### config.mk
export PLATFORM = sky130hd
export DESIGN_NAME = add_sub_pipe
export DESIGN_NICKNAME = d
export VERILOG_FILES = /design/src/rtl/add_sub_pipe.sv
export SDC_FILE = /design/constraint.sdc
export NUM_CORES = 1
export LEC_CHECK = 0
export CAP_MARGIN = 20
export CORE_ASPECT_RATIO = 0.7
export CORE_MARGIN = 10
export CORE_UTILIZATION = 50
export DETAILED_ROUTE_END_ITERATION = 12
export PLACE_DENSITY = 0.85
export SLEW_MARGIN = 30
export SYNTH_ARGS = -nofsm -noshare
export SYNTH_HDL_FRONTEND = slang
export SYNTH_SLANG_ARGS = --single-unit
### constraint.sdc
create_clock -name clk -period 3.3 [get_ports clk]
set_input_delay 0.66 -clock clk [delete_from_list [all_inputs] [get_ports clk]]
set_output_delay 0.66 -clock clk [all_outputs]
set_load 0.02 [all_outputs]
### src/rtl/add_sub_pipe.sv
// Pipelined N-bit adder/subtractor: one W=N/S bit chunk per stage, chunk carry
// registered between stages, valid/ready handshake with a global advance enable.
module add_sub_pipe #(
  parameter int N = 32,
  parameter int S = 4
) (
  input  logic         clk,
  input  logic         rst,
  input  logic         in_valid,
  output logic         in_ready,
  input  logic [N-1:0] a,
  input  logic [N-1:0] b,
  input  logic         sel,
  input  logic         cin,
  output logic         out_valid,
  input  logic         out_ready,
  output logic [N-1:0] sum,
  output logic         cout,
  output logic         ovf,
  output logic         zero,
  output logic         neg
);
  localparam int W = N / S;

  // Each stage forwards the whole operand word; later stages only look at
  // their own chunk, so unused low bits are trimmed by synthesis.
  logic [S-1:0][N-1:0] a_d, a_q, b_d, b_q, sum_d, sum_q;
  logic [S-1:0]        vld_d, vld_q, c_d, c_q;
  logic                ovf_d, ovf_q;
  logic                adv;

  logic [N-1:0] sa, sb, ss;
  logic         sc, sv;
  logic [W:0]   part;

  assign adv      = !vld_q[S-1] || out_ready;
  assign in_ready = adv;

  always_comb begin
    a_d   = a_q;
    b_d   = b_q;
    sum_d = sum_q;
    vld_d = vld_q;
    c_d   = c_q;
    ovf_d = ovf_q;
    sa    = '0;
    sb    = '0;
    ss    = '0;
    sc    = 1'b0;
    sv    = 1'b0;
    part  = '0;
    for (int k = 0; k < S; k++) begin
      if (k == 0) begin
        sa = a;
        sb = b ^ {N{sel}};
        sc = cin ^ sel;
        ss = '0;
        sv = in_valid;
      end else begin
        sa = a_q[(k == 0) ? 0 : k-1];
        sb = b_q[(k == 0) ? 0 : k-1];
        sc = c_q[(k == 0) ? 0 : k-1];
        ss = sum_q[(k == 0) ? 0 : k-1];
        sv = vld_q[(k == 0) ? 0 : k-1];
      end
      part = {1'b0, sa[k*W +: W]} + {1'b0, sb[k*W +: W]} + {{W{1'b0}}, sc};
      ss[k*W +: W] = part[W-1:0];
      a_d[k]   = sa;
      b_d[k]   = sb;
      c_d[k]   = part[W];
      sum_d[k] = ss;
      vld_d[k] = sv;
      // carry into the MSB is recovered as a^b^s at that bit
      if (k == S-1) ovf_d = sa[N-1] ^ sb[N-1] ^ part[W-1] ^ part[W];
    end
  end

  always_ff @(posedge clk) begin
    if (rst) begin
      a_q   <= '0;
      b_q   <= '0;
      sum_q <= '0;
      vld_q <= '0;
      c_q   <= '0;
      ovf_q <= 1'b0;
    end else if (adv) begin
      a_q   <= a_d;
      b_q   <= b_d;
      sum_q <= sum_d;
      vld_q <= vld_d;
      c_q   <= c_d;
      ovf_q <= ovf_d;
    end
  end

  // The last stage's operand copies feed nothing downstream.
  logic unused_tail;
  assign unused_tail = ^{a_q[S-1], b_q[S-1]};

  assign out_valid = vld_q[S-1];
  assign sum       = sum_q[S-1];
  assign cout      = c_q[S-1];
  assign ovf       = ovf_q;
  assign zero      = (sum_q[S-1] == '0);
  assign neg       = sum_q[S-1][N-1];
endmodule

==> results of run 1 <==
## power by group
group,switching [uW],internal (uW),leakage [uW]
clock network,849,1090,0.000271
logic,320,306,0.00195
registers,93.7,2380,0.00152
## kinds of logic (layout without fill, tap and decap cells)
group / Yosys count / after routing / synth area share, %
simple gates: 387 / 387 / 20.6
fa+ha+maj: 36 / 36 / 6.42
flops: 185 / 185 / 46.6
xor+xnor: 41 / 41 / 4.52
mux: 3 / 3 / 0.378
compound gates: 237 / 237 / 17.5
buf+inv: 77 / 151 / 3.92
## worst min-delay path by stage
stage	start	endpoint
5_1_grt	a_d[58]	a_d[58]
3_3_place_gp	ss[0]	ss[0]
4_1_cts	b_d[91]	b_d[91]
6_report	b_d[91]	b_d[91]
2_1_floorplan	sum_d[77]	ss[13]
3_5_place_dp	a_d[62]	a_d[62]
## metal layers
layer | track usage, % | vias up | part of all wire (%)
met2 | 21.6 | 190 | 39
met5 | 0 | - | 0
met1 | 26.2 | 2974 | 53
met3 | 5.16 | 17 | 7.4
li1 | - | 3401 | -
met4 | 4.63 | 0 | 1.0
## per-stage QoR
step           total power (uW)  setup slack, ps
2_1_floorplan              2900              522
3_3_place_gp               3120              368
3_5_place_dp               3140              286
4_1_cts                    5060              447
5_1_grt                    5250              340
6_report                   5040              488
## cell usage after synthesis (4+ instances only)
cell type | count | area (um2)
a211oi_1 | 32 | 240
nor4_1 | 8 | 50.1
or4_1 | 4 | 30.0
o31ai_1 | 4 | 30.0
a21oi_1 | 154 | 771
a211o_1 | 6 | 52.6
o21a_1 | 4 | 30.0
ha_1 | 28 | 350
dfxtp_1 | 185 | 3700
buf_2 | 15 | 75.1
nor3b_1 | 6 | 45.0
nand4b_1 | 4 | 35.0
nand2_1 | 283 | 1060
nor2_1 | 38 | 143
nand2b_1 | 6 | 37.5
o21ai_0 | 12 | 60.1
xnor2_1 | 30 | 263
fa_1 | 8 | 160
nor3_1 | 11 | 55.1
nand3_1 | 8 | 40.0
nand3b_1 | 10 | 75.1
a21o_1 | 10 | 75.1
clkbuf_1 | 54 | 203
inv_1 | 7 | 26.3
xor2_1 | 11 | 96.3
## cell type report
type / count / area (um2) / share of cell area [%]
Clock buffer: 24 / 512 / 5.31
Clock inverter: 8 / 61.3 / 0.636
Inverter: 7 / 31.3 / 0.325
Multi-Input combinational cell: 704 / 3940 / 40.9
Sequential cell: 185 / 3700 / 38.4
Tap cell: 200 / 250 / 2.60
Timing Repair Buffer: 112 / 1130 / 11.8
## critical path, cell delays in order, from the launching register on
cell	delay, ps
dfxtp_1	380
nor4_1	480
nand4_1	140
nor2_1	110
clkdlybuf4s50_1	620
## state kept, by name (all words and copies together) (netlist names)
register / flops
a_d: 40
b_d: 40
c_q: 4
ovf: 1
sa: 8
sb: 8
ss: 24
sum: 32
sum_d: 24
vld_q: 4
==> metrics.cfg, run 1 <==
[outcome]
outcome = finished, final reports clean

[setup_path]
r2r-end = c_q[1]
ff2ff_setup_slack_ps = 960
rr_startpoint = a_d[40]
critPathArrivalTime_ps = 2150
required_ps = 2640
critPathLaunch = sum[31]
startpoint_type = flip-flop
crit_path_end = zero
worstSetupEndpointType = output port
r2r_cells = 7
critPathMaxFanout = 4
critPathKind = flip-flop to output port

[final_layout]
final_cells = 1240
fin_nets = 1133
fin_util_pct = 62.0
n_antenna_cell = 0
area_growth_pct = 21.2
fillers = 1318
drive_gt1_share_pct = 4.33
fin_area_um2 = 9630
final_cell_mix = nand2_1 (283), dfxtp_1 (185), a21oi_1 (154)
layout_commonest_cell = nand2_1

[synth]
async_flop_share_pct = 0
syn-num-nets = 1072
synth_cells = 966
netlist_area_um2 = 7950
synth_seq_cells = 185
syn_area_per_cell_um2 = 8.23
synthFlopType = dfxtp_1
ys_seq_area_share_pct = 46.6
ys_types = 40
ys_warn_count = 0
synth_edf_count = 0

[cts]
worstSkewPairLatency_ps = 420
htreeDepth = 4
clockRootBuffer = clkbuf_16
cts-resized-gates = 0
path_clk_slew_ps = 70
clk_path_buf_depth = 2
cts_buffers = 17
holdBufCountCts = 0
cts_tree = done
cts_sinks = 185
post_cts_buffers = 0

[placement]
dp.cells = 1208
place_hpwl_um = 12400
place_area_um2 = 9060
port_buffers = 107
place.gp.congestion = 0.821

[power]
p_leak_uw = 0.00374
power.density_nw_per_um2 = 523
peakVddDrop_mv = 0.378

[timing]
tns_ps = 0
fin_crit_sh_pct = 85.2
report.final.setup_viol = 0
finalMaxSlewViolations = 0
rsz0062_at_grt = false
period_needed_ps = 2810
hold_viol_final = 0
max_freq_mhz = 356
max_slew_margin_pct = 39.2
fin_skew_ps = 7.05
worst_slew_pin_slew_ps = 912
timing.hold.ws_ps = 451

[floorplan]
num_rows = 38
core-area_um2 = 15500
die_w_um = 171
initial_utilization_pct = 51.1
die_y_um = 126
ios = 108
dieArea_um2 = 21400

[global_route]
grt_pass1_vias = 6015
antenna_found_initial = 0
overflow = 0
grt_use_total_pct = 17.0
grt_pass1_wl_um = 30200
grt_max_degree = 210

[drt]
drt_pass1_iterations = 5
via_per_inst = 5.31
num_vias = 6582
wire_per_inst_um = 14.9
route.detailed.drc = 0
ant_nets = 0
routed_wl_um = 18500
drt_iter0_drc = 658

[worst_hold_path]
worst_hold_path_type = flip-flop to flip-flop
hold_depth = 2

[flow_run]
cap_violations = 0

No activity file was read; power rests on OpenSTA's default activity.
==> inputs of run 2 (changes only) <==
Settings changed: CAP_MARGIN 20 to default, GPL_ROUTABILITY_DRIVEN from default to 0, PLACE_DENSITY 0.85 to 0.82.
==> run 2 against run 1 <==
  * Via count is 0.47% higher
  * Critical path depth stayed put
  * First-iteration DRC count is 0.46% higher
  * Clock-buffer cell count is 5 lower
  * Largest power group unchanged
  * Non-clock buffer count is 1 higher
  * Sequential share of layout area is 0.11 points lower
  * Maximum frequency is 1.5% higher
==> metrics.cfg, run 2 (synthesis gave the netlist of run 1 again) <==
[placement]
place_hpwl_um = 12600
dp_slack_ps = 302
port_buffers = 107

[setup_path]
path_cells = nor4_1 -> nand4_1 -> nor2_1 -> clkdlybuf4s50_1
critPathKind = flip-flop to output port
required_ps = 2640
worstSetupEndpointType = output port
critPathArrivalTime_ps = 2110
critPathMaxFanout = 4
slowest_delay_ps = 610
ff2ff_setup_slack_ps = 970
startpoint_type = flip-flop
slowest_stage = clkdlybuf4s50_1

[timing]
worst_slew_pin_slew_ps = 851
fin_skew_ps = 11.9
setup_ws_ps = 530
period_needed_ps = 2770
report.final.setup_viol = 0
max_slew_margin_pct = 43.3
tns_ps = 0
finalMaxSlewViolations = 0
hold_viol_final = 0
fin_crit_sh_pct = 83.9
max_freq_mhz = 361
rsz0062_at_grt = false

[cts]
clockRootBuffer = clkbuf_16
clk_path_buf_depth = 2
cts_buffers = 17
holdBufCountCts = 0
path_clk_slew_ps = 70
cts_tree = done
cts_sinks = 185
htreeDepth = 4
worstSkewPairLatency_ps = 430
post_cts_buffers = 0
cts-resized-gates = 0

[drt]
ant_nets = 0
num_vias = 6613
drt_iter0_drc = 661
routed_wl_um = 18700
route.detailed.drc = 0
drt_pass1_iterations = 5
via_per_inst = 5.33
wire_per_inst_um = 15.1

[outcome]
outcome = finished, final reports clean

[floorplan]
num_rows = 38
initial_utilization_pct = 51.1
dieArea_um2 = 21400
die_y_um = 126
core-area_um2 = 15500
die_w_um = 171
ios = 108

[final_layout]
layout_commonest_cell = nand2_1
final_cell_mix = nand2_1 (283), dfxtp_1 (185), a21oi_1 (154)
area_growth_pct = 21.5
fin_nets = 1134
drive_gt1_share_pct = 4.51
fin_util_pct = 62.1
seq_area_um2 = 3700
n_antenna_cell = 0
fillers = 1307
multi_input_area_um2 = 3940

[global_route]
grt_pass1_vias = 6032
grt_pass1_wl_um = 30500
grt_use_total_pct = 17.2
overflow = 0
grt_max_degree = 210
antenna_found_initial = 0

[power]
power.density_nw_per_um2 = 529
p_leak_uw = 0.00376
peakVddDrop_mv = 0.352

[flow_run]
cap_violations = 0

[worst_hold_path]
worst_hold_path_type = flip-flop to flip-flop

-- run 2: cell count changes in the layout (fill, tap and decap cells not counted) --
cell,before,now
clkinvlp_4,4,2
inv_6,2,6
buf_12,2,3
buf_6,0,1
clkbuf_1,1,0
clkinv_4,2,3
inv_8,0,1
clkbuf_8,7,2
bufinv_16,0,1
-- run 2: layout make-up --
cell class	instances	share of cell area (%)
repair buffers	113	11.9
flip-flops and latches	185	38.3
well taps	200	2.59
clock inverters	13	1.36
multi-input cells	704	40.8
inverters	7	0.324
clock buffers	19	4.69
-- run 2: through the flow --
step,power (uW),hold WS [ps],instances,area [um2]
after floorplan,2900,432,966,7950
final,5120,453,1241,9660
after global routing,5320,467,1241,9660
after CTS,5130,453,1241,9660
after detailed placement,3150,444,1209,9080
after global placement,3130,438,1209,9080
-- run 2: where the power goes --
group | switching, uW | total, uW | leakage, uW | internal [uW]
Combinational | 321 | 628 | 0.00196 | 307
Sequential | 94.7 | 2480 | 0.00152 | 2380
Clock | 910 | 2010 | 0.000283 | 1100
-- run 2: metal layers --
metal	GRT usage (%)	part of all wire [%]	vias up
li1	-	-	3412
met1	26.0	52	3007
met2	22.5	39	181
met3	5.91	8.2	13
met4	3.65	0.70	0
met5	0	0	-
-- run 2: worst paths after layout --
path | from | to | cells past startpoint
setup / recovery | sum[31] | zero | 4
hold / removal | ss[2] | ss[2] | 2
setup reg to reg | a_d[40] | c_q[1] | 7
hold reg to reg | ss[2] | ss[2] | 2
-- run 2: critical path: cells and delay by family (launching register included) --
family | cells | cell delay, ps
buffers and inverters | 1 | 610
DFF | 1 | 380
and+or+nand+nor | 3 | 680
==> inputs of run 3 (changes only) <==
Clock period 3.3 ns to 2.8 ns, I/O delays scaled along.
==> run 3 against run 2 <==
  * Clock skew rose by 0.95 ps
  * First-iteration DRC count fell by 6.4%
  * Combinational power rose by 21%
  * Via count barely moved
  * Die area did not move
  * Worst hold slack got worse by 1.8 ps
  * Power rose by 18%
  * Design area rose by 0.74%
  * Core utilization rose by 0.46 points
  * Critical path depth did not move
  * Final cell count rose by 0.64%
  * Setup slack got worse by 280 ps
  * Critical path type is now input pin to output port
==> metrics.cfg, run 3 (synthesis gave the netlist of run 1 again) <==
[final_layout]
final_cell_mix = nand2_1 (283), dfxtp_1 (185), a21oi_1 (154)
n_antenna_cell = 0
fin_nets = 1142
layout_commonest_cell = nand2_1
drive_gt1_share_pct = 5.24
area_growth_pct = 22.4

[global_route]
antenna_found_initial = 0
grt_use_total_pct = 17.5
grt_pass1_wl_um = 31200
grt_pass1_vias = 6146
grt_max_degree = 192
overflow = 0

[placement]
port_buffers = 107
place_hpwl_um = 12800
dp_slack_ps = -71.5

[timing]
hold_viol_final = 0
fin_skew_ps = 12.9
tns_ps = 0
period_needed_ps = 2550
rsz0062_at_grt = false
report.final.setup_viol = 0
worst_slew_pin_slew_ps = 779
max_slew_margin_pct = 48.1
finalMaxSlewViolations = 0
fin_crit_sh_pct = 91.2
max_freq_mhz = 392
setup_ws_ps = 248

[setup_path]
critPathArrivalTime_ps = 1990
slowest_delay_ps = 700
path_cells = clkdlybuf4s50_1 -> nor2b_4 -> inv_6 -> clkdlybuf4s50_1
crit_family = buffers and inverters
startpoint_type = input pin
required_ps = 2240
critPathKind = input pin to output port
slowest_stage = clkdlybuf4s50_1
critPathLaunch = out_ready
critPathMaxFanout = 20
rr_startpoint = a_d[80]
worstSetupEndpointType = output port
worst-path-buf-inv = 3
crit_path_frequent_cell = clkdlybuf4s50_1

[drt]
drt_pass1_iterations = 5
num_vias = 6609
wire_per_inst_um = 14.9
route.detailed.drc = 0
drt_iter0_drc = 619
routed_wl_um = 18600
via_per_inst = 5.29
ant_nets = 0

[cts]
clk_path_buf_depth = 2
worstSkewPairLatency_ps = 420
cts_tree = done
cts_buffers = 17
path_clk_slew_ps = 70
cts_sinks = 185
clockRootBuffer = clkbuf_16
htreeDepth = 4

[floorplan]
die_w_um = 171
num_rows = 38
ios = 108
die_y_um = 126
initial_utilization_pct = 51.1
dieArea_um2 = 21400
core-area_um2 = 15500

[worst_hold_path]
worst_hold_path_type = flip-flop to flip-flop
hold_start = b_d[90]

[power]
comb_power_share_pct = 12.6
clock_power_share_pct = 39.1
p_int_uw = 4450
peakVddDrop_mv = 0.389
seqPwrFrac_pct = 48.3
p_sw_uw = 1580
power.density_nw_per_um2 = 620
switching_share_pct = 26.2
p_leak_uw = 0.00381

[flow_run]
cap_violations = 0

[outcome]
outcome = finished, final reports clean

[run 3: worst paths after layout]
kind,end,slack [ps],cells past startpoint
setup reg to reg,c_q[2],500,7
hold reg to reg,b_d[90],450,2
setup / recovery,in_ready,250,4
hold / removal,b_d[90],450,2
[run 3: worst register-to-register path, cell delays in order, from the launching register on]
cell and delay (ps):
dfxtp_1 330, fa_1 500, fa_1 460, a211oi_1 320
o21bai_1 120, a21oi_1 210, nand2b_1 140, a221oi_1 80
[run 3: power groups by stage]
stage	Sequential [uW]	Combinational [uW]	Clock [uW]
final	2920	758	2360
after global routing	2940	852	2510
after CTS	2910	760	2410
after detailed placement	2970	754	0
after global placement	2970	740	0
after floorplan	2960	457	0
[run 3: final cells by class]
class                           count  area [um2]
Fill cell                        1351        5810
Timing Repair Buffer              121        1220
Clock buffer                       18         429
Multi-Input combinational cell    704        3950
Sequential cell                   185        3700
Inverter                            7        31.3
Tap cell                          200         250
Clock inverter                     14         148
[run 3: routing by layer]
layer / track usage (%) / vias up / part of all wire (%)
li1: - / 3418 / -
met1: 26.9 / 2999 / 53
met2: 22.8 / 185 / 39
met3: 5.00 / 7 / 7.3
met4: 4.27 / 0 / 0.59
met5: 0 / - / 0
[run 3: what timing repair did]
action                                  CTS  global route
endpoints found under the setup margin    0             1
hold buffers                              0             0
resized for setup                         0             1
setup buffers                             0             0
[run 3: metrics by stage]
| step | area, um2 | power [uW] | cells | hold slack, ps | util [%] |
|---|---|---|---|---|---|
| after floorplan | 7950 | 3420 | 966 | 432 | - |
| after global placement | 9150 | 3710 | 1217 | 438 | 58.9 |
| after detailed placement | 9150 | 3730 | 1217 | 444 | 58.9 |
| after CTS | 9730 | 6080 | 1249 | 452 | 62.6 |
| after global routing | 9730 | 6300 | 1249 | 468 | 62.6 |
| final | 9730 | 6030 | 1249 | 452 | 62.6 |
